`config.mk`:
```
export PLATFORM = sky130hd
export DESIGN_NAME = debug_pulse_scheduler
export DESIGN_NICKNAME = d
export VERILOG_FILES = /design/src/rtl/debug_pulse_scheduler.sv
export SDC_FILE = /design/constraint.sdc
export NUM_CORES = 1
export LEC_CHECK = 0
export CORE_UTILIZATION = 52
export CTS_CLUSTER_DIAMETER = 60
export DETAILED_ROUTE_END_ITERATION = 8
export GPL_TIMING_DRIVEN = 0
export PLACE_DENSITY = 0.78
export SLEW_MARGIN = 0
export SYNTH_ARGS = -nofsm -noshare
export SYNTH_HDL_FRONTEND = slang
export SYNTH_SLANG_ARGS = --single-unit
```
`constraint.sdc`:
```
create_clock -name clk -period 1.8 [get_ports clk]
set_input_delay 0.36 -clock clk [delete_from_list [all_inputs] [get_ports clk]]
set_output_delay 0.36 -clock clk [all_outputs]
set_load 0.01 [all_outputs]
```
`src/rtl/debug_pulse_scheduler.sv`:
```
// Round-robin scheduler that shares one scope probe pin between debug
// event sources, emitting one stretched pulse per latched event.
//
// Ports:
//   clk            : system clock, rising edge
//   nReset         : asynchronous active-low reset
//   enable         : gates new grants; a pulse in progress always completes
//   event_in       : per-source event strobes (rising edge = one event)
//   clear_overflow : single-cycle clear of the sticky overflow flags
//   scope_pulse    : registered stretched pulse (STRETCH cycles high)
//   scope_id       : registered index of the source being / last served
//   pending        : per-source pending flags
//   overflow       : sticky per-source "event lost" flags
//   busy           : high while a pulse or its trailing gap is running
module debug_pulse_scheduler #(
    parameter int NUM_SRC = 4,
    parameter int ID_W    = 2,
    parameter int STRETCH = 10,
    parameter int GAP     = 2
) (
    input  logic               clk,
    input  logic               nReset,
    input  logic               enable,
    input  logic [NUM_SRC-1:0] event_in,
    input  logic               clear_overflow,
    output logic               scope_pulse,
    output logic [ID_W-1:0]    scope_id,
    output logic [NUM_SRC-1:0] pending,
    output logic [NUM_SRC-1:0] overflow,
    output logic               busy
);

    localparam int MAX_CNT = (STRETCH > GAP) ? STRETCH : GAP;
    localparam int CNT_W   = $clog2(MAX_CNT + 1);

    // Elaboration-time parameter sanity checks
    if (NUM_SRC < 2 || NUM_SRC > 16) begin : g_bad_num_src
        $error("debug_pulse_scheduler: NUM_SRC must be 2..16");
    end
    if ((2 ** ID_W) < NUM_SRC) begin : g_bad_id_w
        $error("debug_pulse_scheduler: ID_W too narrow for NUM_SRC");
    end
    if (STRETCH < 1) begin : g_bad_stretch
        $error("debug_pulse_scheduler: STRETCH must be >= 1");
    end
    if (GAP < 0) begin : g_bad_gap
        $error("debug_pulse_scheduler: GAP must be >= 0");
    end

    typedef enum logic [1:0] {
        ST_IDLE,
        ST_PULSE,
        ST_GAP
    } state_t;

    state_t             r_state;
    state_t             w_state_nxt;
    logic [CNT_W-1:0]   r_cnt;
    logic [CNT_W-1:0]   w_cnt_nxt;
    logic               r_pulse;
    logic               w_pulse_nxt;
    logic [ID_W-1:0]    r_id;
    logic [ID_W-1:0]    w_id_nxt;
    logic [ID_W-1:0]    r_last;
    logic [ID_W-1:0]    w_last_nxt;
    logic               r_busy;

    logic [NUM_SRC-1:0] r_prev;
    logic [NUM_SRC-1:0] r_pending;
    logic [NUM_SRC-1:0] r_overflow;

    logic [NUM_SRC-1:0] w_rise;
    logic               w_found;
    logic [ID_W-1:0]    w_gnt_idx;
    logic               w_gnt_valid;
    logic [NUM_SRC-1:0] w_gnt_vec;
    logic [NUM_SRC-1:0] w_ovf_set;

    assign w_rise = event_in & ~r_prev;

    // Round-robin search starting just after the last granted source
    always_comb begin : p_arb
        int v_sum;
        logic [ID_W-1:0] v_idx;
        v_sum     = 0;
        v_idx     = '0;
        w_found   = 1'b0;
        w_gnt_idx = '0;
        for (int k = 1; k <= NUM_SRC; k++) begin
            v_sum = int'(r_last) + k;
            if (v_sum >= NUM_SRC) begin
                v_sum = v_sum - NUM_SRC;
            end
            v_idx = ID_W'(v_sum);
            if (!w_found && r_pending[v_idx]) begin
                w_found   = 1'b1;
                w_gnt_idx = v_idx;
            end
        end
    end

    assign w_gnt_valid = (r_state == ST_IDLE) && enable && w_found;
    assign w_gnt_vec   = w_gnt_valid ? (NUM_SRC'(1) << w_gnt_idx) : '0;

    // A repeat event is lost only if the earlier one is still queued and
    // not being served right now.
    assign w_ovf_set = w_rise & r_pending & ~w_gnt_vec;

    always_ff @(posedge clk or negedge nReset) begin
        if (!nReset) begin
            r_prev     <= '0;
            r_pending  <= '0;
            r_overflow <= '0;
        end else begin
            r_prev     <= event_in;
            // rise keeps/sets pending even when granted this cycle
            r_pending  <= (r_pending & ~w_gnt_vec) | w_rise;
            r_overflow <= (clear_overflow ? '0 : r_overflow) | w_ovf_set;
        end
    end

    always_comb begin
        w_state_nxt = r_state;
        w_cnt_nxt   = r_cnt;
        w_pulse_nxt = r_pulse;
        w_id_nxt    = r_id;
        w_last_nxt  = r_last;
        unique case (r_state)
            ST_IDLE: begin
                if (w_gnt_valid) begin
                    w_id_nxt    = w_gnt_idx;
                    w_last_nxt  = w_gnt_idx;
                    w_pulse_nxt = 1'b1;
                    w_cnt_nxt   = CNT_W'(STRETCH - 1);
                    w_state_nxt = ST_PULSE;
                end
            end
            ST_PULSE: begin
                if (r_cnt == '0) begin
                    w_pulse_nxt = 1'b0;
                    if (GAP > 0) begin
                        w_cnt_nxt   = CNT_W'(GAP - 1);
                        w_state_nxt = ST_GAP;
                    end else begin
                        w_state_nxt = ST_IDLE;
                    end
                end else begin
                    w_cnt_nxt = r_cnt - CNT_W'(1);
                end
            end
            ST_GAP: begin
                if (r_cnt == '0) begin
                    w_state_nxt = ST_IDLE;
                end else begin
                    w_cnt_nxt = r_cnt - CNT_W'(1);
                end
            end
            default: begin
                w_state_nxt = ST_IDLE;
                w_pulse_nxt = 1'b0;
            end
        endcase
    end

    always_ff @(posedge clk or negedge nReset) begin
        if (!nReset) begin
            r_state <= ST_IDLE;
            r_cnt   <= '0;
            r_pulse <= 1'b0;
            r_id    <= '0;
            r_last  <= ID_W'(NUM_SRC - 1);
            r_busy  <= 1'b0;
        end else begin
            r_state <= w_state_nxt;
            r_cnt   <= w_cnt_nxt;
            r_pulse <= w_pulse_nxt;
            r_id    <= w_id_nxt;
            r_last  <= w_last_nxt;
            r_busy  <= (w_state_nxt != ST_IDLE);
        end
    end

    assign scope_pulse = r_pulse;
    assign scope_id    = r_id;
    assign pending     = r_pending;
    assign overflow    = r_overflow;
    assign busy        = r_busy;

endmodule

```
==> results of run 1 <==
## cells in the mapped netlist (2+ instances only)
cell	count
a211oi_1	2
a21o_1	3
a21o_2	2
a21oi_1	6
a22oi_1	2
a32o_1	2
dfrtp_1	22
dfstp_2	2
ha_1	6
inv_1	11
nand2_1	5
nor2_1	8
nor2b_1	3
o21a_1	2
o21bai_1	2
o22a_1	2
o22ai_1	3
o41ai_1	3
## cell families after synthesis
| kind of cell | after synthesis |
|---|---|
| muxes | 1 |
| AOI/OAI and AO/OA | 39 |
| buffers and inverters | 12 |
| and+or+nand+nor | 26 |
| DFF | 24 |
| adders and majority gates | 6 |
## cell usage in the layout (no fill, tap or decap), types with 2 or more instances in the layout
master / instances
dfrtp_1: 20
clkdlybuf4s50_1: 18
inv_1: 8
nor2_1: 7
a21oi_1: 6
nand2_1: 5
ha_1: 4
inv_2: 3
nor2b_1: 3
o41ai_1: 3
o22ai_1: 3
a21o_1: 3
clkbuf_4: 3
o21bai_1: 2
a22oi_1: 2
a32o_1: 2
a211oi_1: 2
o22a_1: 2
a21o_2: 2
o21a_1: 2
ha_4: 2
dfrtp_2: 2
dfstp_2: 2
buf_4: 2
## power by group through the flow
stage	clock (W)	sequential, W	combinational, W
after floorplan	0	0.000982	0.000891
after global placement	0	0.000956	0.00132
after detailed placement	0	0.000972	0.00136
after CTS	0.000287	0.000966	0.00138
after global routing	0.000309	0.000999	0.00169
final	0.000278	0.000976	0.00155
## state kept, by name (all words and copies together), names as in the netlist
name	flops
overflow	4
r_last	2
r_prev	4
r_state	2
pending	4
scope_id	2
scope_pulse	1
busy	1
r_cnt	4
## what timing repair did
item	4_1_cts	5_1_grt
pin swaps	0	1
setup buffers	0	2
setup endpoints to repair	7	8
gates resized for setup	4	11
endpoints found under the hold margin	0	0
## routing by layer
metal | vias up | track usage [%] | share of wire, %
met4 | 0 | 9.72 | 0.69
li1 | 456 | - | -
met2 | 32 | 34.9 | 52
met3 | 2 | 3.64 | 3.9
met5 | - | 0 | 0
met1 | 471 | 26.8 | 43
## cell type report
type	instances	share of cell area [%]
Buffer	1	0.322
Clock buffer	4	2.33
Inverter	11	2.65
Multi-Input combinational cell	72	40.2
Sequential cell	24	38.9
Tap cell	28	2.25
Timing Repair Buffer	21	13.3
## per-stage QoR
stage          setup slack (ns)  hold slack [ns]  TNS (ns)
2_1_floorplan             0.182           0.0644         0
3_3_place_gp             -0.151            0.445    -0.457
3_5_place_dp             -0.142            0.456    -0.519
4_1_cts                  0.0236            0.474         0
5_1_grt                 -0.0131            0.480   -0.0131
6_report                 0.0408            0.475         0
## path summary, 6_finish.rpt
kind / cells after the start / slack (ns) / endpoint
worst min-delay path: 1 / 0.48 / pending[1]$_DFF_PN0_
worst max register to register: 6 / 0.04 / busy$_DFF_PN0_
min in group asynchronous: 1 / 0.61 / overflow[1]$_DFF_PN0_
max in group asynchronous: 1 / 0.48 / pending[0]$_DFF_PN0_
worst max-delay path: 6 / 0.04 / busy$_DFF_PN0_
worst min register to register: 1 / 0.48 / pending[1]$_DFF_PN0_
==> out/qor.yml, run 1 <==
run_status:
  status: "finished, final reports clean"
timing:
  maxSlewHeadroom_pct: 29.2
  slew_violations: 0
  finalCritPeriodShare_pct: 97.7
  min_period_ns: 1.76
  max_freq_mhz: 568
  setup-violations-final: 0
  worstMarginPinSlew_ns: 1.06
  finClkSkew_ns: 0.00211
  hold_violations: 0
yosys:
  syn_area_sq_mm: 0.00122
  synth_fa_ha_area_share_pct: 6.17
  synth.yosys.seq_area_share_pct: 49.6
  synth_top_area_cell: "dfrtp_1"
  synthesis.instances: 108
  ys_types: 40
  syn_avg_cell_area_sq_um: 11.3
  synth_top_family_by_area: "compound AO/OA/AOI/OAI gates"
  synth_top_area_share_pct: 45.3
  synth_seq_cells: 24
  synthMuxAreaShare_pct: 0.823
  synth_edf_count: 0
  synth-async-reset-ratio_pct: 100
  yosys.area_share.simple_pct: 11.4
  synthTopCellsByArea: "dfrtp_1 45%, ha_1 6.2%, dfstp_2 4.3%"
  synth-xor-area-share_pct: 0
  syn_nets: 122
  synth-compound-area-share_pct: 28.2
  yosysWarningCount: 0
  synth-main-ff-cell: "dfrtp_1"
die:
  coreArea_sq_mm: 0.00221
  die_area_sq_mm: 0.00254
  io_pins: 20
  rows: 17
  die_h_microns: 50.4
  start_util_pct: 55.0
  die_w_microns: 50.4
clock_tree:
  path_clk_slew_ns: 0.13
  cts_tree: "built"
  cts_buffers: 3
  postCtsHoldBufs: 0
  clock_tree.root_cell: "clkbuf_4"
  htree_levels: 1
  clock-sinks: 24
  cts.path.max_buffers: 2
  clock_latency_ns: 0.31
global_routing:
  antenna_found_initial: 0
  grt_pass1_wl_microns: 4000
  grt_max_degree: 25
  grt_pass1_vias: 920
  grt_usage_pct: 21.1
  grt_overflow: 0
final_layout:
  multi_input_area_sq_um: 626
  layout.cells.non_filler: 161
  fillCellCount: 164
  layout.nets: 148
  final_util_pct: 70.4
  regArea_sq_um: 606
  drive_above_1_share_pct: 21.1
  area_growth_pct: 28.0
  design_area_sq_mm: 0.00156
  antennaDiodeCount: 0
setup_path:
  reg2reg_from: "r_cnt[0]$_DFFE_PN0P_"
  critical_path.top_delay_family: "compound AO/OA/AOI/OAI gates"
  worstPathMaxFanout: 5
  critPathLaunch: "r_cnt[0]$_DFFE_PN0P_"
  cp_slowest_cell: "or3b_4"
  cp-end-kind: "register"
  cp_slowest_stage_delay_ns: 0.43
  crit_path_cell_trace: "inv_2, ha_4, or3b_4, a221oi_4, a2111oi_4, o21bai_1"
  crit_buf_inv: 1
  critPathLaunchType: "register"
  worstPathRequired_ns: 2.00
  critPathKind: "reg -> reg"
  crit_arrival_ns: 1.96
placement:
  dp_hpwl_microns: 1760
  io_buffers: 19
  dp_cells: 155
  gp_congestion: 0.776
  place_area_sq_mm: 0.00144
power_and_ir_drop:
  totalPowerFinal_w: 0.00281
  leakagePower_nw: 0.680
  ir_drop_v: 0.00122
  cellPowerDensity_mw_per_mm2: 1800
  p_comb_share_pct: 55.3
  p_sw_w: 0.00113
  seqPwrFrac_pct: 34.8
  intPower_w: 0.00168
  power_frac_clock_pct: 9.9
  swShare_pct: 40.3
route:
  ant_nets: 0
  wirelength_microns: 2470
  dr.pass1.iters: 4
  drc: 0
  drt_iter0_markers: 36
  vias: 961
  routedWlPerCell_microns: 15.3
  vias_per_cell: 5.97
min_path:
  hp-start: "r_prev[1]$_DFF_PN0_"
  hold_class: "reg -> reg"
flow_run:
  maxCapViolations: 0
(Power assumes the default switching activity.)
==> run 2, diff against run 1 <==
- SLEW_MARGIN: 0 -> not set
==> results of run 2 <==
No change in the layout: final DEF, timing and power equal those of run 1.
